===== src/rtl/div_share_pkg.sv =====
// ---------------------------------------------------------------------------
// div_share_pkg
// Shared types and helpers for the div_u39_u31 sharing controller.
//   DEF_DIVIDEND_W / DEF_DIVISOR_W : default operand widths of the divider core
//   TAG_ID_W                       : requester ID width carried in the tag
//                                    (sized for the 8-requester maximum)
//   div_tag_t                      : per-operation tag travelling beside the
//                                    divider pipeline
//   rr_next()                      : round-robin pointer advance with wrap
// ---------------------------------------------------------------------------
package div_share_pkg;

  localparam int DEF_DIVIDEND_W = 39;
  localparam int DEF_DIVISOR_W  = 31;
  localparam int MAX_REQ        = 8;
  localparam int TAG_ID_W       = 3;

  // dividend_lo is only meaningful when dz is set: it becomes the remainder.
  typedef struct packed {
    logic                     valid;
    logic [TAG_ID_W-1:0]      id;
    logic                     dz;
    logic [DEF_DIVISOR_W-1:0] dividend_lo;
  } div_tag_t;

  // Pointer to the requester after 'id', wrapping at num_req.
  function automatic logic [TAG_ID_W-1:0] rr_next(input logic [TAG_ID_W-1:0] id,
                                                   input int                  num_req);
    return (int'(id) >= num_req - 1) ? '0 : id + 1'b1;
  endfunction

endpackage


===== src/rtl/div_tag_pipe.sv =====
// ---------------------------------------------------------------------------
// div_tag_pipe
// Enable-gated shift register of DEPTH stages used to carry operation tags
// alongside the divider pipeline.
//   clk, rst_n : clock, asynchronous active-low reset
//   en         : advance all stages by one when high, hold otherwise
//   din        : value entering stage 0
//   dout       : value leaving the final stage
// ---------------------------------------------------------------------------
module div_tag_pipe #(
  parameter int W     = 35,
  parameter int DEPTH = 40
) (
  input  logic         clk,
  input  logic         rst_n,
  input  logic         en,
  input  logic [W-1:0] din,
  output logic [W-1:0] dout
);

  logic [W-1:0] stage [DEPTH];

  always_ff @(posedge clk or negedge rst_n) begin
    if (!rst_n) begin
      // NOTE: this array is reset on purpose: the valid bits inside every stage
      // must clear so no stale operation emerges after reset.
      for (int i = 0; i < DEPTH; i++) stage[i] <= '0;
    end else if (en) begin
      // NOTE: non-blocking assignments make every stage read its neighbour's
      // old value, so the loop order does not matter and the shift is exact.
      stage[0] <= din;
      for (int i = 1; i < DEPTH; i++) stage[i] <= stage[i-1];
    end
  end

  assign dout = stage[DEPTH-1];

endmodule


===== src/rtl/div_share_ctrl.sv =====
// ---------------------------------------------------------------------------
// div_share_ctrl
// Round-robin sharing of one pipelined unsigned divider between NUM_REQ
// requesters. One operation is issued per enabled cycle; a tag pipeline of
// DIV_LATENCY stages carries the requester ID and divide-by-zero flag so each
// result is returned with its owner.
//   clk, rst_n        : clock, asynchronous active-low reset
//   clken             : global enable; low freezes issue, tags and divider
//   req_valid_i       : per-requester request
//   req_dividend_i    : flattened dividends, requester i at slice i
//   req_divisor_i     : flattened divisors, requester i at slice i
//   req_ready_o       : one-hot combinational grant
//   div_dividend_o    : registered dividend to the divider
//   div_divisor_o     : registered divisor to the divider
//   div_clken_o       : divider clock enable (clken passthrough)
//   div_quotient_i    : divider quotient
//   div_remain_i      : divider remainder
//   rsp_valid_o       : one-cycle result strobe
//   rsp_id_o          : owning requester
//   rsp_quotient_o    : quotient (all ones on divide-by-zero)
//   rsp_remain_o      : remainder (low dividend bits on divide-by-zero)
//   rsp_dz_o          : divide-by-zero flag
//   inflight_o        : operations issued and not yet returned
// Timing: the operand register is the first of the DIV_LATENCY stages, so the
// divider core behind it contributes DIV_LATENCY-1 enabled cycles and a result
// is presented on rsp_* DIV_LATENCY enabled edges after the accepting edge.
// ---------------------------------------------------------------------------
module div_share_ctrl
  import div_share_pkg::*;
#(
  parameter int NUM_REQ     = 4,
  parameter int DIVIDEND_W  = DEF_DIVIDEND_W,
  parameter int DIVISOR_W   = DEF_DIVISOR_W,
  parameter int DIV_LATENCY = 40,
  parameter int ID_W        = 2
) (
  input  logic                              clk,
  input  logic                              rst_n,
  input  logic                              clken,
  input  logic [NUM_REQ-1:0]                req_valid_i,
  input  logic [NUM_REQ*DIVIDEND_W-1:0]     req_dividend_i,
  input  logic [NUM_REQ*DIVISOR_W-1:0]      req_divisor_i,
  output logic [NUM_REQ-1:0]                req_ready_o,
  output logic [DIVIDEND_W-1:0]             div_dividend_o,
  output logic [DIVISOR_W-1:0]              div_divisor_o,
  output logic                              div_clken_o,
  input  logic [DIVIDEND_W-1:0]             div_quotient_i,
  input  logic [DIVISOR_W-1:0]              div_remain_i,
  output logic                              rsp_valid_o,
  output logic [ID_W-1:0]                   rsp_id_o,
  output logic [DIVIDEND_W-1:0]             rsp_quotient_o,
  output logic [DIVISOR_W-1:0]              rsp_remain_o,
  output logic                              rsp_dz_o,
  output logic [$clog2(DIV_LATENCY+1)-1:0]  inflight_o
);

  logic [TAG_ID_W-1:0]   rr_ptr;
  logic [TAG_ID_W-1:0]   gnt_id;
  logic [NUM_REQ-1:0]    grant;
  logic [NUM_REQ-1:0]    upper;
  logic                  xfer;
  logic [DIVIDEND_W-1:0] sel_dividend;
  logic [DIVISOR_W-1:0]  sel_divisor;
  div_tag_t              tag_in;
  div_tag_t              tag_out;
  logic                  rsp_fire;

  assign div_clken_o = clken;

  // Round-robin pick: prefer the lowest requester at or above the pointer,
  // otherwise wrap to the lowest requester overall.
  always_comb begin
    // NOTE: every variable gets a default first so no path leaves one
    // unassigned, which would otherwise infer a latch.
    grant        = '0;
    upper        = '0;
    gnt_id       = '0;
    xfer         = 1'b0;
    sel_dividend = '0;
    sel_divisor  = '0;
    if (clken) begin
      for (int i = 0; i < NUM_REQ; i++)
        upper[i] = req_valid_i[i] && (i >= int'(rr_ptr));
      for (int i = 0; i < NUM_REQ; i++) begin
        if (!xfer && upper[i]) begin
          grant[i] = 1'b1;
          gnt_id   = TAG_ID_W'(i);
          xfer     = 1'b1;
        end
      end
      for (int i = 0; i < NUM_REQ; i++) begin
        if (!xfer && req_valid_i[i]) begin
          grant[i] = 1'b1;
          gnt_id   = TAG_ID_W'(i);
          xfer     = 1'b1;
        end
      end
      for (int i = 0; i < NUM_REQ; i++) begin
        if (grant[i]) begin
          sel_dividend = req_dividend_i[i*DIVIDEND_W +: DIVIDEND_W];
          sel_divisor  = req_divisor_i[i*DIVISOR_W +: DIVISOR_W];
        end
      end
    end
  end

  assign req_ready_o = grant;

  // A bubble (valid = 0) enters the tag pipe on every enabled cycle without
  // a transfer, keeping tags aligned with the divider's data.
  always_comb begin
    tag_in             = '0;
    tag_in.valid       = xfer;
    tag_in.id          = gnt_id;
    tag_in.dz          = (sel_divisor == '0);
    tag_in.dividend_lo = DEF_DIVISOR_W'(sel_dividend[DIVISOR_W-1:0]);
  end

  div_tag_pipe #(
    .W     ($bits(div_tag_t)),
    .DEPTH (DIV_LATENCY)
  ) u_tag_pipe (
    .clk   (clk),
    .rst_n (rst_n),
    .en    (clken),
    .din   (tag_in),
    .dout  (tag_out)
  );

  assign rsp_fire = clken && tag_out.valid;

  always_ff @(posedge clk or negedge rst_n) begin
    if (!rst_n) begin
      rr_ptr         <= '0;
      div_dividend_o <= '0;
      div_divisor_o  <= '0;
      rsp_valid_o    <= 1'b0;
      rsp_id_o       <= '0;
      rsp_quotient_o <= '0;
      rsp_remain_o   <= '0;
      rsp_dz_o       <= 1'b0;
      inflight_o     <= '0;
    end else begin
      // Cleared while clken is low so a stall never stretches the strobe.
      rsp_valid_o <= rsp_fire;

      if (xfer) begin
        div_dividend_o <= sel_dividend;
        div_divisor_o  <= sel_divisor;
        rr_ptr         <= rr_next(gnt_id, NUM_REQ);
      end

      if (rsp_fire) begin
        rsp_id_o       <= tag_out.id[ID_W-1:0];
        rsp_dz_o       <= tag_out.dz;
        rsp_quotient_o <= tag_out.dz ? '1 : div_quotient_i;
        rsp_remain_o   <= tag_out.dz ? DIVISOR_W'(tag_out.dividend_lo) : div_remain_i;
      end

      case ({xfer, rsp_fire})
        2'b10:   inflight_o <= inflight_o + 1'b1;
        2'b01:   inflight_o <= inflight_o - 1'b1;
        default: inflight_o <= inflight_o;
      endcase
    end
  end

endmodule


===== config.mk =====
export PLATFORM = sky130hd
export DESIGN_NAME = div_share_ctrl
export DESIGN_NICKNAME = d
export VERILOG_FILES = /design/src/rtl/div_share_pkg.sv /design/src/rtl/div_tag_pipe.sv /design/src/rtl/div_share_ctrl.sv
export SDC_FILE = /design/constraint.sdc
export NUM_CORES = 2
export LEC_CHECK = 0
export ABC_AREA = 0
export CORE_MARGIN = 3
export CORE_UTILIZATION = 58
export CTS_CLUSTER_SIZE = 30
export DETAILED_ROUTE_END_ITERATION = 6
export PLACE_DENSITY = 0.85
export SLEW_MARGIN = 25
export SYNTH_ARGS = -nofsm -noshare
export SYNTH_HDL_FRONTEND = slang
export SYNTH_SLANG_ARGS = --single-unit

===== constraint.sdc =====
create_clock -name clk -period 4 [get_ports clk]
set_input_delay 0.8 -clock clk [delete_from_list [all_inputs] [get_ports clk]]
set_output_delay 0.8 -clock clk [all_outputs]
set_load 0.01 [all_outputs]

== Yosys cells after proc, flatten, opt, wreduce, memory -nomap -nowiden ==
Cells that the tools add are included.

* Input bits: 357
* Output and inout port bits: 155
* Logic and storage cells: 130
* Register bits: 1593

* Add/subtract/negate cells: 3
* Equality and inequality tests: 2
* Mux-type cells: 50
* Reductions and logical operators: 21
* Order comparisons: 5

{| class="wikitable"
|+ Operator list
! operator !! count
|-
| 39-bit two-way mux || 6
|-
| 31-bit two-way mux || 6
|-
| 31-bit zero test || 1
|-
| 1-bit two-way mux || 28
|-
| 3-bit two-way mux || 8
|-
| 1-bit logical AND || 12
|-
| 6-bit case mux with 2 select lines || 1
|-
| 1-bit zero test || 7
|-
| 6-bit by 1-bit adder with 6-bit output, second input constant || 1
|-
| 1-bit by 3-bit >= comparator with 1-bit output, first input constant || 2
|-
| 2-bit by 3-bit >= comparator with 1-bit output, first input constant || 2
|-
| 6-bit by 1-bit subtractor with 6-bit output, second input constant || 1
|-
| 4-bit two-way mux || 1
|-
| 3-bit by 1-bit adder with 3-bit output, second input constant || 1
|-
| 3-bit by 2-bit >= comparator with 1-bit output, second input constant || 1
|-
| 2-bit by 1-bit equality test with 1-bit output, second input constant || 1
|-
| 2-bit equality test, second input constant || 1
|-
| 2-bit nonzero test || 1
|}

== Longest topological paths before layout ==
* Depth after elaboration: 35
* Depth in mapped cells: 14
* Mapped depth without buffers: 10

== By module ==
Synthesis repeated with hierarchy kept, for this count alone.

* Cell total of the unflattened synthesis: 3926
* Area, all modules: 61566.5 um2

{| class="wikitable"
|+ Modules (own cells, without submodules)
! module !! instances !! area each (um2) !! cells an instance !! seq. area each (um2)
|-
| div_tag_pipe || 1 || 53740.3 || 3076 || 36034.6
|-
| div_share_ctrl || 1 || 7826.3 || 850 || 3803.6
|}

== Least setup slack after synthesis ==
Ideal clock, no wire load.

* Path kind: input port to flip-flop
* Start: input clken
* End: register inflight_o[5]
* Data required time: 3.875 ns
* Buffers on the path: 4
* Stages: 14
* Path slack: 0.417 ns
* Library setup time: 0.125 ns
* Data arrival time: 3.458 ns
* Cell sequence: clkbuf_1 -> and2_1 -> clkbuf_1 -> clkbuf_1 -> clkbuf_1 -> ha_1 -> ha_1 -> a21o_1 -> a21oi_1 -> o21bai_1 -> a21oi_1 -> xnor2_1 -> nor2_1 -> xor2_1

* Word-level cells in the longest chain between the ends: 3
* Elaborated cells on any way between the ends: 6
* Classes of those cells: eq/ne: 2; mux: 2; reduce/logical: 2

{| class="wikitable"
|+ Ends and longest elaborated chain
! item !! line !! source
|-
| from (decl) || div_share_ctrl.sv:39 || <nowiki>input logic clken,</nowiki>
|-
| 1-bit logical AND (*) || div_share_ctrl.sv:130 || <nowiki>assign rsp_fire = clken && tag_out.valid;</nowiki>
|-
| via rsp_fire || div_share_ctrl.sv:66 || <nowiki>logic rsp_fire;</nowiki>
|-
| 2-bit by 1-bit equality test with 1-bit output or 2-bit equality test (tied branches) || div_share_ctrl.sv:160 || <nowiki>case ({xfer, rsp_fire})</nowiki>
|-
| 6-bit case mux with 2 select lines or 2-bit nonzero test (tied branches) || - ||
|-
| to (signal assigned) || div_share_ctrl.sv:161 || <nowiki>2'b10: inflight_o <= inflight_o + 1'b1;</nowiki>
|-
| to (signal assigned) || div_share_ctrl.sv:162 || <nowiki>2'b01: inflight_o <= inflight_o - 1'b1;</nowiki>
|-
| to (signal assigned) || div_share_ctrl.sv:163 || <nowiki>default: inflight_o <= inflight_o;</nowiki>
|-
| to (decl) || div_share_ctrl.sv:54 || <nowiki>output logic [$clog2(DIV_LATENCY+1)-1:0] inflight_o</nowiki>
|}

Mark *: on every way through the listed nets, which the timed path passes. The rest lies on a longest branch.
A chain may end at the register's enable or synchronous reset.

== Final worst setup path ==
* Start: input req_valid_i[2]
* End: output req_ready_o[3]

* Word-level cells in the longest chain between the ends: 25
* Elaborated cells on any way between the ends: 26
* Classes of those cells: mux: 14; reduce/logical: 12

{| class="wikitable"
|+ Ends and longest elaborated chain
! item !! line !! source
|-
| from (decl) || div_share_ctrl.sv:40 || <nowiki>input logic [NUM_REQ-1:0] req_valid_i,</nowiki>
|-
| 1-bit logical AND || div_share_ctrl.sv:83 || <nowiki>upper[i] = req_valid_i[i] && (i >= int'(rr_ptr));</nowiki>
|-
| 1-bit logical AND || div_share_ctrl.sv:85 || <nowiki>if (!xfer && upper[i]) begin</nowiki>
|-
| 1-bit two-way mux || div_share_ctrl.sv:85 ||
|-
| 1-bit two-way mux || div_share_ctrl.sv:81 || <nowiki>if (clken) begin</nowiki>
|-
| 1-bit zero test || div_share_ctrl.sv:85 ||
|-
| 1-bit logical AND || div_share_ctrl.sv:85 ||
|-
| 1-bit two-way mux || div_share_ctrl.sv:85 ||
|-
| 1-bit two-way mux || div_share_ctrl.sv:81 ||
|-
| [9 not listed] || - ||
|-
| 1-bit logical AND || div_share_ctrl.sv:92 || <nowiki>if (!xfer && req_valid_i[i]) begin</nowiki>
|-
| 1-bit two-way mux || div_share_ctrl.sv:92 ||
|-
| 1-bit two-way mux || div_share_ctrl.sv:81 ||
|-
| 1-bit zero test || div_share_ctrl.sv:92 ||
|-
| 1-bit logical AND || div_share_ctrl.sv:92 ||
|-
| 1-bit two-way mux (*) || div_share_ctrl.sv:92 ||
|-
| 1-bit two-way mux (*) || div_share_ctrl.sv:81 ||
|-
| 4-bit two-way mux (*) || div_share_ctrl.sv:81 ||
|-
| to (decl) || div_share_ctrl.sv:43 || <nowiki>output logic [NUM_REQ-1:0] req_ready_o,</nowiki>
|}

Mark *: on every way between the ends. The rest lies on a longest branch, timed or not. The select of a mux whose other input is x is not followed.

==> impl_metrics.xml <==
<?xml version="1.0" encoding="UTF-8"?>
<metrics>
  <group name="logic_synthesis">
    <metric name="ys_types" unit="">53</metric>
    <metric name="synth.yosys.warnings" unit="">0</metric>
    <metric name="synth_simple_gate_area_share" unit="">0.0252</metric>
    <metric name="mappedNetlistArea" unit="mm2">0.0593</metric>
    <metric name="synth_compound_area_frac" unit="">0.0329</metric>
    <metric name="synthesis.nets" unit="">4259</metric>
    <metric name="synth-adder-area-share" unit="">0.00160</metric>
    <metric name="xor_and_xnor_fraction_of_the_mapped_netlist_area" unit="">0.000887</metric>
    <metric name="seq_area_frac_synth" unit="">0.655</metric>
    <metric name="post_synthesis_cell_count" unit="">3895</metric>
    <metric name="combinational_family_with_the_most_area_after_synthesis" unit="">multiplexers</metric>
    <metric name="syn_avg_cell_area" unit="um2">15.2</metric>
    <metric name="synth.mux.area_fraction" unit="">0.265</metric>
    <metric name="synth_async_sr_flop_share" unit="">1.00</metric>
    <metric name="dominantRegCellSynth" unit="">sky130_fd_sc_hd__dfrtp_1</metric>
    <metric name="edff_count_synth" unit="">0</metric>
    <metric name="number_of_storage_elements_in_the_synthesis_netlist" unit="">1552</metric>
  </group>
  <group name="drt">
    <metric name="drt_wl_total" unit="um">126000</metric>
    <metric name="via_count" unit="">32900</metric>
    <metric name="vias_per_cell" unit="">5.60</metric>
    <metric name="dr.first_iter.drc_count" unit="">2417</metric>
    <metric name="wl_per_cell" unit="um">21.4</metric>
    <metric name="detail-route-antenna-nets" unit="">0</metric>
    <metric name="drc" unit="">4</metric>
    <metric name="drt_first_pass_iters" unit="">7</metric>
  </group>
  <group name="critical_path">
    <metric name="timing.rr.end" unit="">u_tag_pipe.stage[1435]</metric>
    <metric name="slowest_delay" unit="ns">0.60</metric>
    <metric name="crit_path_cell_trace" unit="">clkdlybuf4s50_1 &gt; a21oi_1 &gt; o221a_2 &gt; buf_12 &gt; and2_1 &gt; clkdlybuf4s50_1</metric>
    <metric name="timing.reg2reg.setup_slack" unit="ns">0.96</metric>
    <metric name="crit_fanout" unit="">47</metric>
    <metric name="criticalPathCategory" unit="">in -&gt; out</metric>
    <metric name="timing.critical_path.required" unit="ns">3.20</metric>
    <metric name="cp_data_arrival_time" unit="ns">2.99</metric>
    <metric name="worstRegToRegCells" unit="">10</metric>
    <metric name="critPathCaptureType" unit="">output pin</metric>
    <metric name="cpMostUsedCell" unit="">sky130_fd_sc_hd__clkdlybuf4s50_1</metric>
    <metric name="critical_path.reg2reg.startpoint" unit="">rr_ptr[1]</metric>
    <metric name="worstSetupStartpointType" unit="">primary input</metric>
    <metric name="timing.critical_path.slowest_stage_cell" unit="">sky130_fd_sc_hd__clkdlybuf4s50_1</metric>
  </group>
  <group name="final_layout">
    <metric name="fillCellCount" unit="">6412</metric>
    <metric name="finalInstanceArea" unit="mm2">0.0710</metric>
    <metric name="fin_cells" unit="">5870</metric>
    <metric name="sequential_cell_area" unit="mm2">0.0388</metric>
    <metric name="layout.nets" unit="">4756</metric>
    <metric name="multi_input_gate_area_in_the_final_layout" unit="mm2">0.0193</metric>
    <metric name="final_layout_size_suffix_gt1_frac" unit="">0.377</metric>
    <metric name="layout-area-overhead-vs-synth" unit="%">19.9</metric>
  </group>
  <group name="clock_network">
    <metric name="ctsHoldBuffers" unit="">0</metric>
    <metric name="cts.htree.levels" unit="">4</metric>
    <metric name="post-cts-setup-buffer-count" unit="">0</metric>
    <metric name="clock_insertion_delay_worst_skew" unit="ns">0.73</metric>
    <metric name="cts_max_path_buffers" unit="">3</metric>
    <metric name="path_clk_slew" unit="ns">0.06</metric>
    <metric name="tritoncts" unit="">yes</metric>
    <metric name="cts.sinks" unit="">1552</metric>
    <metric name="tritoncts.num_buffers" unit="">150</metric>
    <metric name="clock_tree.root_cell" unit="">sky130_fd_sc_hd__clkbuf_16</metric>
    <metric name="cts_resized" unit="">0</metric>
  </group>
  <group name="job">
    <metric name="cap_violations" unit="">0</metric>
  </group>
  <group name="min_path">
    <metric name="hp-class" unit="">in -&gt; async</metric>
  </group>
  <group name="place">
    <metric name="placement.cell_area" unit="mm2">0.0660</metric>
    <metric name="placed_cells" unit="">5596</metric>
    <metric name="dp_slack" unit="ns">0.0720</metric>
    <metric name="gp_congestion" unit="">0.936</metric>
    <metric name="hpwl" unit="um">81200</metric>
    <metric name="port_buffers" unit="">511</metric>
  </group>
  <group name="die">
    <metric name="core_region_area" unit="mm2">0.101</metric>
    <metric name="die_area" unit="mm2">0.106</metric>
    <metric name="fp.dieH" unit="um">326</metric>
    <metric name="die_width" unit="um">326</metric>
    <metric name="rows" unit="">116</metric>
    <metric name="io_pins" unit="">512</metric>
    <metric name="initial_core_util" unit="">0.588</metric>
  </group>
  <group name="sta">
    <metric name="layout_setup_ws" unit="ns">0.211</metric>
    <metric name="final_max_slew_viol_count" unit="">0</metric>
    <metric name="clock-skew-final" unit="ns">0.0200</metric>
    <metric name="maxClockFrequency" unit="GHz">0.264</metric>
    <metric name="worst_margin_pin_slew" unit="ns">1.07</metric>
    <metric name="setup_viol" unit="">0</metric>
    <metric name="rsz0062_at_grt" unit="">no</metric>
    <metric name="fin_worst_hold_slack" unit="ns">0.0613</metric>
    <metric name="totalNegativeSetupSlack" unit="ns">0</metric>
    <metric name="min_period_over_period" unit="">0.947</metric>
    <metric name="finalWorstPathRequiredPeriod" unit="ns">3.79</metric>
    <metric name="finalHoldViolations" unit="">0</metric>
    <metric name="max-slew-margin-rel" unit="">0.284</metric>
  </group>
  <group name="global_route">
    <metric name="initial_antenna_violation_count" unit="">18</metric>
    <metric name="grt_start_max_net_pins" unit="">202</metric>
    <metric name="number_of_global_route_vias_before_repair" unit="">34700</metric>
    <metric name="gr-usage-all-layers" unit="">0.239</metric>
    <metric name="grt_first_pass_wirelength" unit="um">201000</metric>
    <metric name="grt_overflow" unit="">0</metric>
  </group>
  <group name="power">
    <metric name="ir_drop" unit="uV">524</metric>
    <metric name="leakage_power" unit="nW">33.9</metric>
    <metric name="power_density" unit="mW/mm2">643</metric>
  </group>
  <group name="outcome">
    <metric name="outcome" unit="">complete, but fails checks</metric>
    <metric name="failed_checks" unit="">design-rule violations</metric>
  </group>
</metrics>
[cells by family (layout without fill, tap and decap cells)]
logic type,Yosys count,after routing
AO/OA/AOI/OAI,279,279
AND/OR/NAND/NOR,375,375
flip-flops,1552,1552
other,0,14
adder cells (fa/ha/maj),7,7
multiplexers,1400,1400
buffers and inverters,276,880
XOR/XNOR,6,6
[cells in the final DEF, fill, tap and decap left out, types with 26 or more instances in the layout]
cell,count
sky130_fd_sc_hd__clkbuf_1,26
sky130_fd_sc_hd__a222oi_1,41
sky130_fd_sc_hd__dfrtp_1,1551
sky130_fd_sc_hd__buf_4,45
sky130_fd_sc_hd__a21o_1,32
sky130_fd_sc_hd__mux2_2,1369
sky130_fd_sc_hd__mux2i_1,31
sky130_fd_sc_hd__nand2_1,194
sky130_fd_sc_hd__inv_1,37
sky130_fd_sc_hd__nor2_1,141
sky130_fd_sc_hd__clkbuf_8,33
sky130_fd_sc_hd__buf_12,26
sky130_fd_sc_hd__o21ai_0,44
sky130_fd_sc_hd__a21oi_1,91
sky130_fd_sc_hd__clkdlybuf4s50_1,508
sky130_fd_sc_hd__clkbuf_16,153
sky130_fd_sc_hd__clkinv_2,26
[flip-flops by register name (all words and copies together) (netlist names)]
signal and cells:
rsp_dz_o 1, div_dividend_o 39, inflight_o 6, rsp_quotient_o 39, rsp_valid_o 1, rsp_id_o 2, div_divisor_o 31, rsp_remain_o 31
u_tag_pipe.stage 1365, rr_ptr 2, u_tag_pipe.dout 35
[cell usage after synthesis, drive strengths merged (3+ instances only)]
library cell	n	area, um2
o21ai	47	235
ha	6	75.1
buf	32	186
inv	38	143
a222oi	41	410
a221oi	25	250
o31ai	16	120
a2111oi	3	33.8
xor2	3	26.3
nand2	194	728
a31oi	4	25.0
nor2	144	548
o41ai	3	33.8
nand2b	4	32.5
xnor2	3	26.3
a21o	32	240
mux2	1369	15400
nand3	16	80.1
dfrtp	1552	38800
clkbuf	205	769
a22o	5	43.8
nor3	6	30.0
mux2i	31	310
nand4	3	18.8
a22oi	4	30.0
a21oi	92	464
[stage by stage]
step	utilization	total power, mW
floorplan	-	28.3
finish	0.705	45.7
global route	0.705	48.0
detailed placement	0.656	31.7
CTS	0.705	46.1
global placement	0.656	31.0
[worst max-delay path by stage]
stage	startpoint	end	slack [ns]
after CTS	req_valid_i[2]	req_ready_o[3]	0.24
after global routing	req_valid_i[2]	req_ready_o[3]	0.09
final	req_valid_i[2]	req_ready_o[3]	0.21
after detailed placement	req_valid_i[2]	u_tag_pipe.stage[1435]	0.07
after floorplan	clken	inflight_o[5]	0.42
after global placement	req_valid_i[2]	u_tag_pipe.stage[1435]	0.15
[final cells by class]
type | instances | area share
Sequential cell | 1552 | 0.547
Inverter | 39 | 0.00206
Timing Repair Buffer | 582 | 0.0848
Clock inverter | 47 | 0.00801
Multi-Input combinational cell | 2067 | 0.272
Tap cell | 1357 | 0.0239
Clock buffer | 212 | 0.0617
Antenna cell | 14 | 0.000493
[routing by layer]
| layer | vias up | track usage | part of all wire |
|---|---|---|---|
| met4 | 2 | 0.0816 | 0.028 |
| li1 | 14800 | - | - |
| met2 | 788 | 0.392 | 0.50 |
| met3 | 201 | 0.0415 | 0.048 |
| met5 | - | 0 | 0.000071 |
| met1 | 17100 | 0.328 | 0.43 |
[worst max-delay path: cells and delay by family]
kind,cells,cell delay [ns]
and+or+nand+nor,1,0.25
AOI/OAI and AO/OA,2,0.46
buffers and inverters,3,1.42
[report_power, final]
group          leakage, nW  total [mW]  internal (mW)  switching, mW
combinational         11.1        8.04           4.99           3.05
sequential            20.3        23.6           20.7           2.87
clock                 2.46        14.0           8.27           5.76
Power figures use the tool's default switching activity.
